## config.mk

```make
export PLATFORM = sky130hd
export DESIGN_NAME = ex_branch_resolve_feedback_flat
export DESIGN_NICKNAME = d
export VERILOG_FILES = /design/src/rtl/ex_branch_resolve_feedback_if.sv /design/src/rtl/ex_branch_resolve_feedback.sv /design/src/flat_wrapper.sv
export SDC_FILE = /design/constraint.sdc
export NUM_CORES = 1
export LEC_CHECK = 0
export CORE_UTILIZATION = 45
export DETAILED_ROUTE_END_ITERATION = 10
export PLACE_DENSITY_LB_ADDON = 0.08
export SYNTH_ARGS = -nofsm -noshare
export SYNTH_HDL_FRONTEND = slang
export SYNTH_SLANG_ARGS = --single-unit
```

## constraint.sdc

```tcl
create_clock -name clk -period 7.82 [get_ports clk]
set_clock_uncertainty 0.05 [all_clocks]
set_input_delay 1.173 -clock clk [delete_from_list [all_inputs] [get_ports clk]]
set_output_delay 1.173 -clock clk [all_outputs]
set_load 0.01 [all_outputs]
```

## src/rtl/ex_branch_resolve_feedback_if.sv

```systemverilog
// Bundle between IF (branch issue), EX (branch resolution) and the BHT update port.
// The slave modport is the resolve/feedback block; the master modport drives it.
interface ex_branch_resolve_feedback_if #(
  parameter int PTR_W = 2
);
  logic             if_push;
  logic [31:0]      if_push_pc;
  logic             if_push_take;
  logic [31:0]      if_push_target;
  logic             stash_full;
  logic             ex_resolve;
  logic             ex_take;
  logic [31:0]      ex_target;
  logic             pc_jmp_feedback;
  logic             pc_jmp_take;
  logic [31:0]      pc_stash_base;
  logic             mispredict;
  logic [31:0]      redirect_pc;
  logic [PTR_W:0]   stash_count;
  logic             overflow_err;
  logic             underflow_err;

  modport slave (
    input  if_push, if_push_pc, if_push_take, if_push_target,
    input  ex_resolve, ex_take, ex_target,
    output stash_full, pc_jmp_feedback, pc_jmp_take, pc_stash_base,
    output mispredict, redirect_pc, stash_count, overflow_err, underflow_err
  );

  modport master (
    output if_push, if_push_pc, if_push_take, if_push_target,
    output ex_resolve, ex_take, ex_target,
    input  stash_full, pc_jmp_feedback, pc_jmp_take, pc_stash_base,
    input  mispredict, redirect_pc, stash_count, overflow_err, underflow_err
  );
endinterface

```

## src/rtl/ex_branch_resolve_feedback.sv

```systemverilog
// In-order stash of predicted branches; resolves the oldest against the EX outcome,
// emits the BHT update and, on a misprediction, a redirect plus a full flush.
module ex_branch_resolve_feedback #(
  parameter int          DEPTH   = 4,
  parameter int          PTR_W   = 2,
  parameter logic [31:0] PC_STEP = 32'd4
) (
  input logic                          clk,
  input logic                          reset,
  ex_branch_resolve_feedback_if.slave  bus
);

  localparam logic [PTR_W:0] DEPTH_CNT = (PTR_W+1)'(DEPTH);

  typedef enum logic [1:0] {ST_EMPTY, ST_PARTIAL, ST_FULL} fill_state_t;

  fill_state_t      state_reg, state_next;
  logic [PTR_W:0]   count_reg, count_next;
  logic [PTR_W-1:0] head_reg, head_next;
  logic [PTR_W-1:0] tail_reg, tail_next;

  logic [31:0]      pc_mem     [DEPTH];
  logic             take_mem   [DEPTH];
  logic [31:0]      target_mem [DEPTH];
  logic [DEPTH-1:0] wr_en;

  logic             feedback_reg, fb_take_reg, mispredict_reg;
  logic [31:0]      base_reg, redirect_reg;
  logic             overflow_reg, underflow_reg;

  logic             full, empty;
  logic             resolve_valid, mispred, push_ok;
  logic             overflow_set, underflow_set;
  logic [31:0]      head_pc, head_target, redirect_calc;
  logic             head_take;

  // Fill level is tracked both as a count and as a coarse state; the state drives the
  // full/empty decode so the accept logic does not depend on a wide compare.
  assign full  = (state_reg == ST_FULL);
  assign empty = (state_reg == ST_EMPTY);

  assign head_pc     = pc_mem[head_reg];
  assign head_take   = take_mem[head_reg];
  assign head_target = target_mem[head_reg];

  always_comb begin
    resolve_valid = 1'b0;
    mispred       = 1'b0;
    push_ok       = 1'b0;
    overflow_set  = 1'b0;
    underflow_set = 1'b0;
    redirect_calc = head_pc + PC_STEP;
    head_next     = head_reg;
    tail_next     = tail_reg;
    count_next    = count_reg;
    state_next    = state_reg;

    resolve_valid = bus.ex_resolve && !empty;
    underflow_set = bus.ex_resolve && empty;
    mispred       = resolve_valid &&
                    ((head_take != bus.ex_take) ||
                     (bus.ex_take && (head_target != bus.ex_target)));
    if (bus.ex_take) begin
      redirect_calc = bus.ex_target;
    end

    // A push alongside a mispredict is wrong-path: dropped silently, not an overflow.
    push_ok      = bus.if_push && !full && !mispred;
    overflow_set = bus.if_push && full && !mispred;

    if (mispred) begin
      head_next  = '0;
      tail_next  = '0;
      count_next = '0;
    end else begin
      if (push_ok) begin
        tail_next = tail_reg + PTR_W'(1);
      end
      if (resolve_valid) begin
        head_next = head_reg + PTR_W'(1);
      end
      count_next = count_reg + (PTR_W+1)'(push_ok) - (PTR_W+1)'(resolve_valid);
    end

    if (count_next == '0) begin
      state_next = ST_EMPTY;
    end else if (count_next == DEPTH_CNT) begin
      state_next = ST_FULL;
    end else begin
      state_next = ST_PARTIAL;
    end
  end

  genvar gi;
  generate
    for (gi = 0; gi < DEPTH; gi++) begin : g_wr_en
      assign wr_en[gi] = push_ok && (tail_reg == PTR_W'(gi));
    end
  endgenerate

  // Entry payload needs no reset: validity is defined purely by head/count.
  always_ff @(posedge clk) begin
    for (int i = 0; i < DEPTH; i++) begin
      if (wr_en[i]) begin
        pc_mem[i]     <= bus.if_push_pc;
        take_mem[i]   <= bus.if_push_take;
        target_mem[i] <= bus.if_push_target;
      end
    end
  end

  always_ff @(posedge clk) begin
    if (reset) begin
      state_reg <= ST_EMPTY;
      count_reg <= '0;
      head_reg  <= '0;
      tail_reg  <= '0;
    end else begin
      state_reg <= state_next;
      count_reg <= count_next;
      head_reg  <= head_next;
      tail_reg  <= tail_next;
    end
  end

  always_ff @(posedge clk) begin
    if (reset) begin
      feedback_reg   <= 1'b0;
      fb_take_reg    <= 1'b0;
      base_reg       <= '0;
      mispredict_reg <= 1'b0;
      redirect_reg   <= '0;
      overflow_reg   <= 1'b0;
      underflow_reg  <= 1'b0;
    end else begin
      feedback_reg   <= resolve_valid;
      mispredict_reg <= mispred;
      if (resolve_valid) begin
        fb_take_reg  <= bus.ex_take;
        base_reg     <= head_pc;
        redirect_reg <= redirect_calc;
      end
      if (overflow_set) begin
        overflow_reg <= 1'b1;
      end
      if (underflow_set) begin
        underflow_reg <= 1'b1;
      end
    end
  end

  assign bus.stash_full      = (count_reg == DEPTH_CNT);
  assign bus.stash_count     = count_reg;
  assign bus.pc_jmp_feedback = feedback_reg;
  assign bus.pc_jmp_take     = fb_take_reg;
  assign bus.pc_stash_base   = base_reg;
  assign bus.mispredict      = mispredict_reg;
  assign bus.redirect_pc     = redirect_reg;
  assign bus.overflow_err    = overflow_reg;
  assign bus.underflow_err   = underflow_reg;

endmodule

```

## src/flat_wrapper.sv

```systemverilog
// flat-port wrapper written by rule: the top's interface ports become plain ports
module ex_branch_resolve_feedback_flat 
#(
  parameter int          DEPTH   = 4,
  parameter int          PTR_W   = 2,
  parameter logic [31:0] PC_STEP = 32'd4
)
  (clk, reset, bus_if_push, bus_if_push_pc, bus_if_push_take, bus_if_push_target, bus_ex_resolve, bus_ex_take, bus_ex_target, bus_stash_full, bus_pc_jmp_feedback, bus_pc_jmp_take, bus_pc_stash_base, bus_mispredict, bus_redirect_pc, bus_stash_count, bus_overflow_err, bus_underflow_err);
  ex_branch_resolve_feedback_if #(.PTR_W(PTR_W)) bus_i ();
  input logic clk;
  input logic reset;
  input wire logic [$bits(bus_i.if_push)-1:0] bus_if_push;
  input wire logic [$bits(bus_i.if_push_pc)-1:0] bus_if_push_pc;
  input wire logic [$bits(bus_i.if_push_take)-1:0] bus_if_push_take;
  input wire logic [$bits(bus_i.if_push_target)-1:0] bus_if_push_target;
  input wire logic [$bits(bus_i.ex_resolve)-1:0] bus_ex_resolve;
  input wire logic [$bits(bus_i.ex_take)-1:0] bus_ex_take;
  input wire logic [$bits(bus_i.ex_target)-1:0] bus_ex_target;
  output wire logic [$bits(bus_i.stash_full)-1:0] bus_stash_full;
  output wire logic [$bits(bus_i.pc_jmp_feedback)-1:0] bus_pc_jmp_feedback;
  output wire logic [$bits(bus_i.pc_jmp_take)-1:0] bus_pc_jmp_take;
  output wire logic [$bits(bus_i.pc_stash_base)-1:0] bus_pc_stash_base;
  output wire logic [$bits(bus_i.mispredict)-1:0] bus_mispredict;
  output wire logic [$bits(bus_i.redirect_pc)-1:0] bus_redirect_pc;
  output wire logic [$bits(bus_i.stash_count)-1:0] bus_stash_count;
  output wire logic [$bits(bus_i.overflow_err)-1:0] bus_overflow_err;
  output wire logic [$bits(bus_i.underflow_err)-1:0] bus_underflow_err;
  assign bus_i.if_push = bus_if_push;
  assign bus_i.if_push_pc = bus_if_push_pc;
  assign bus_i.if_push_take = bus_if_push_take;
  assign bus_i.if_push_target = bus_if_push_target;
  assign bus_i.ex_resolve = bus_ex_resolve;
  assign bus_i.ex_take = bus_ex_take;
  assign bus_i.ex_target = bus_ex_target;
  assign bus_stash_full = bus_i.stash_full;
  assign bus_pc_jmp_feedback = bus_i.pc_jmp_feedback;
  assign bus_pc_jmp_take = bus_i.pc_jmp_take;
  assign bus_pc_stash_base = bus_i.pc_stash_base;
  assign bus_mispredict = bus_i.mispredict;
  assign bus_redirect_pc = bus_i.redirect_pc;
  assign bus_stash_count = bus_i.stash_count;
  assign bus_overflow_err = bus_i.overflow_err;
  assign bus_underflow_err = bus_i.underflow_err;
  ex_branch_resolve_feedback #(.DEPTH(DEPTH), .PTR_W(PTR_W), .PC_STEP(PC_STEP)) u_core (.clk(clk), .reset(reset), .bus(bus_i));
endmodule
```

==> metrics.txt <==
Tightest Pin Transition approximately 1200 ps; Tcrit/Tclk final 0.624; first-pass GRT wire length about 50000 um; row count 64; total leakage power about 5.6 nW; Final setup viols 0; setup_tns 0 ps; flops & latches, synth 340; CP startpoint kind flip-flop; CTS Buffer Depth 3; worst hold path type flip-flop to flip-flop; DR WL/cell 22.4 um; Pins Over Slew Limit 0; TritonRoute pass-1 iters 5; final WL between 30000 and 40000 um; Avg Vias per Cell ~5.6; arrival time worst endpoint about 5200 ps; post-synth top area share 0.561; Starting Density 0.456; Inst Count DP between 1k and 1.5k; Syn Nets about 1k; Syn Area/Cell around 15 sq um; largest area contributor in the netlist edfxtp_1; Max FO, Critical Path 39; CP Capture Type flip-flop; fmax between 0.2 and 0.25 GHz; core region area between 30000 and 40000 sq um; R2R cell count 12; GPL Wtd Cong between 0.7 and 0.8; CTS tree built; Final Util 0.563; final hold vios 0; status complete, no violations; H-tree depth 2; crit path time final just under 5000 ps; residual DRC count 0; r2r setup slk 2940 ps; nets approximately 1.2k; gr usage total 0.215; WHS Path Cells 2; Area Overhead vs Synth 23.3%; post_cts resized 0; mapped cell area 13900 sq um; R2R Path End u_core.state_reg[1]; max cap viols 0; Port Buffer Count 174; post-route ant nets 0; Root Buffer clkbuf_16; Pwr Density ~320 nW/um^2; post-CTS setup buffer count 0; Async SR Flop Fraction 0; hold path endpoint u_core.bus.redirect_pc[2]; grt total ovfl 0; clk slew on worst S/H paths 60 ps; Antenna Cells 0; TritonCTS Buffers 37; pin count of the biggest net entering global routing between 70 and 80; Sink Count between 300 and 400; Syn Inst Count 913; RSZ-0062 raised after global routing no; post-DP HPWL about 22000 um; vias roughly 8.4k; Most used DFF post-synth edfxtp_1; sequential-to-total area share from yosys stat 0.676; leading registers by flop count u_core.pc_mem (128), u_core.target_mem (128); initial antenna violation count 0; number of global-route vias before repair about 8k; share of cells above drive strength 1 0.122; Post-synth EDFFs 260; initial DRC count between 600 and 700; Top Ports between 150 and 200; Worst EP required approximately 8200 ps; Post-CTS Hold Fix Bufs 0; clk_lat worst skew 500 ps; Die H 178 um; Die W ~180 um; die area 31600 sq um; worst relative slew slack 0.182; worst ir drop on vdd 208 uV; final std cells w/o fill ~1.5k; Cell variety after synth 56; largest cells by area after synthesis edfxtp_1 (56%), dfxtp_1 (12%), mux4_2 (8.1%); Yosys warning count 0; hold wc startpoint u_core.bus.redirect_pc[2]; crit path kind flip-flop to flip-flop
==> how the worst max path moves through the flow <==
stage | endpoint | slack, ps | depth (start not counted)
2_1_floorplan | u_core.pc_mem[2][0] | 70 | 7
3_3_place_gp | u_core.state_reg[1] | 2950 | 12
3_5_place_dp | u_core.state_reg[1] | 2870 | 12
4_1_cts | u_core.state_reg[1] | 2850 | 12
5_1_grt | u_core.state_reg[1] | 2540 | 12
6_report | u_core.state_reg[1] | 2940 | 12
==> cell type report <==
class                      instances  area (sq um)
clock buffer                      54          1050
clock inverter                    11          83.8
fill                            2487         13300
inverter                          19          71.3
multi-input combinational        505          4200
sequential                       340          9410
tap                              396           495
timing repair buffer             189          1840
==> where the power goes <==
group          total (mW)  switching [mW]  internal (mW)
Sequential           2.43           0.152           2.28
Clock                1.63           0.666          0.964
Combinational        1.47           0.821          0.646
==> layout by cell type (no fill, tap or decap), types with 16 or more instances in the layout <==
cell             count
dfxtp_1             78
xnor2_1             34
clkbuf_16           38
inv_1               17
nor2_1              19
xor2_1              22
clkdlybuf4s50_1    172
edfxtp_1           260
mux4_2              50
nand3_1             20
nand2_1            126
nor3_1              16
a21oi_1             53
o21ai_0             21
==> through the flow <==
step,hold slack [ps],worst slack [ps],cell area [sq um],power [mW]
after floorplan,426,72.5,13900,3.41
after global placement,393,2950,16000,3.94
after detailed placement,398,2870,16000,3.96
after CTS,404,2850,17200,5.58
after global routing,420,2540,17200,5.78
final,400,2940,17200,5.53
==> logic make-up after synthesis <==
| logic type | after synthesis | share of synthesized area |
|---|---|---|
| XOR/XNOR | 56 | 0.0352 |
| multiplexers | 76 | 0.115 |
| AND/OR/NAND/NOR | 238 | 0.0835 |
| buffers and inverters | 68 | 0.0263 |
| AO/OA/AOI/OAI | 127 | 0.0565 |
| adder cells (fa/ha/maj) | 8 | 0.00773 |
| flip-flops | 340 | 0.676 |
==> worst max-delay path, stage by stage (launching register included) <==
cell and delay, ps:
dfxtp_4 820, buf_4 700, mux4_2 600, xnor2_1 160, nand4_1 140, nor2_1 220
nand3_2 460, o21ai_1 290, ha_1 200, fa_1 470, nor4_1 410, nand2_1 90
o21ai_0 130
==> layer usage <==
layer  track usage  vias to the layer above  share of wire
met1         0.319                     4256           0.46
met4        0.0513                        0          0.019
met5             0                        -              0
met3        0.0308                       47          0.052
li1              -                     3858              -
met2         0.333                      264           0.46
==> cells in the mapped netlist, types with 2 or more instances <==
cell type / count
buf_2: 6
buf_4: 3
o21ai_0: 23
a2111oi_1: 5
buf_6: 7
and3_1: 15
edfxtp_1: 260
buf_1: 3
inv_1: 18
mux2i_1: 12
mux4_2: 50
xnor2_1: 34
a211oi_1: 4
nand2_1: 126
ha_1: 7
a31oi_1: 10
nor3_1: 16
nand2b_1: 8
nand3_1: 20
o211ai_1: 8
nand3_2: 2
nor2_1: 19
nor4_1: 5
nor4_4: 3
o22ai_1: 3
and2_1: 2
dfxtp_1: 80
a22oi_1: 3
a21o_1: 2
a211o_1: 3
clkbuf_1: 26
buf_12: 2
a21oi_1: 53
nand4_1: 14
xor2_1: 22
or4_1: 2
clkbuf_4: 2
o21ai_1: 5
mux4_1: 13
No activity file was read; power rests on OpenSTA's default activity.
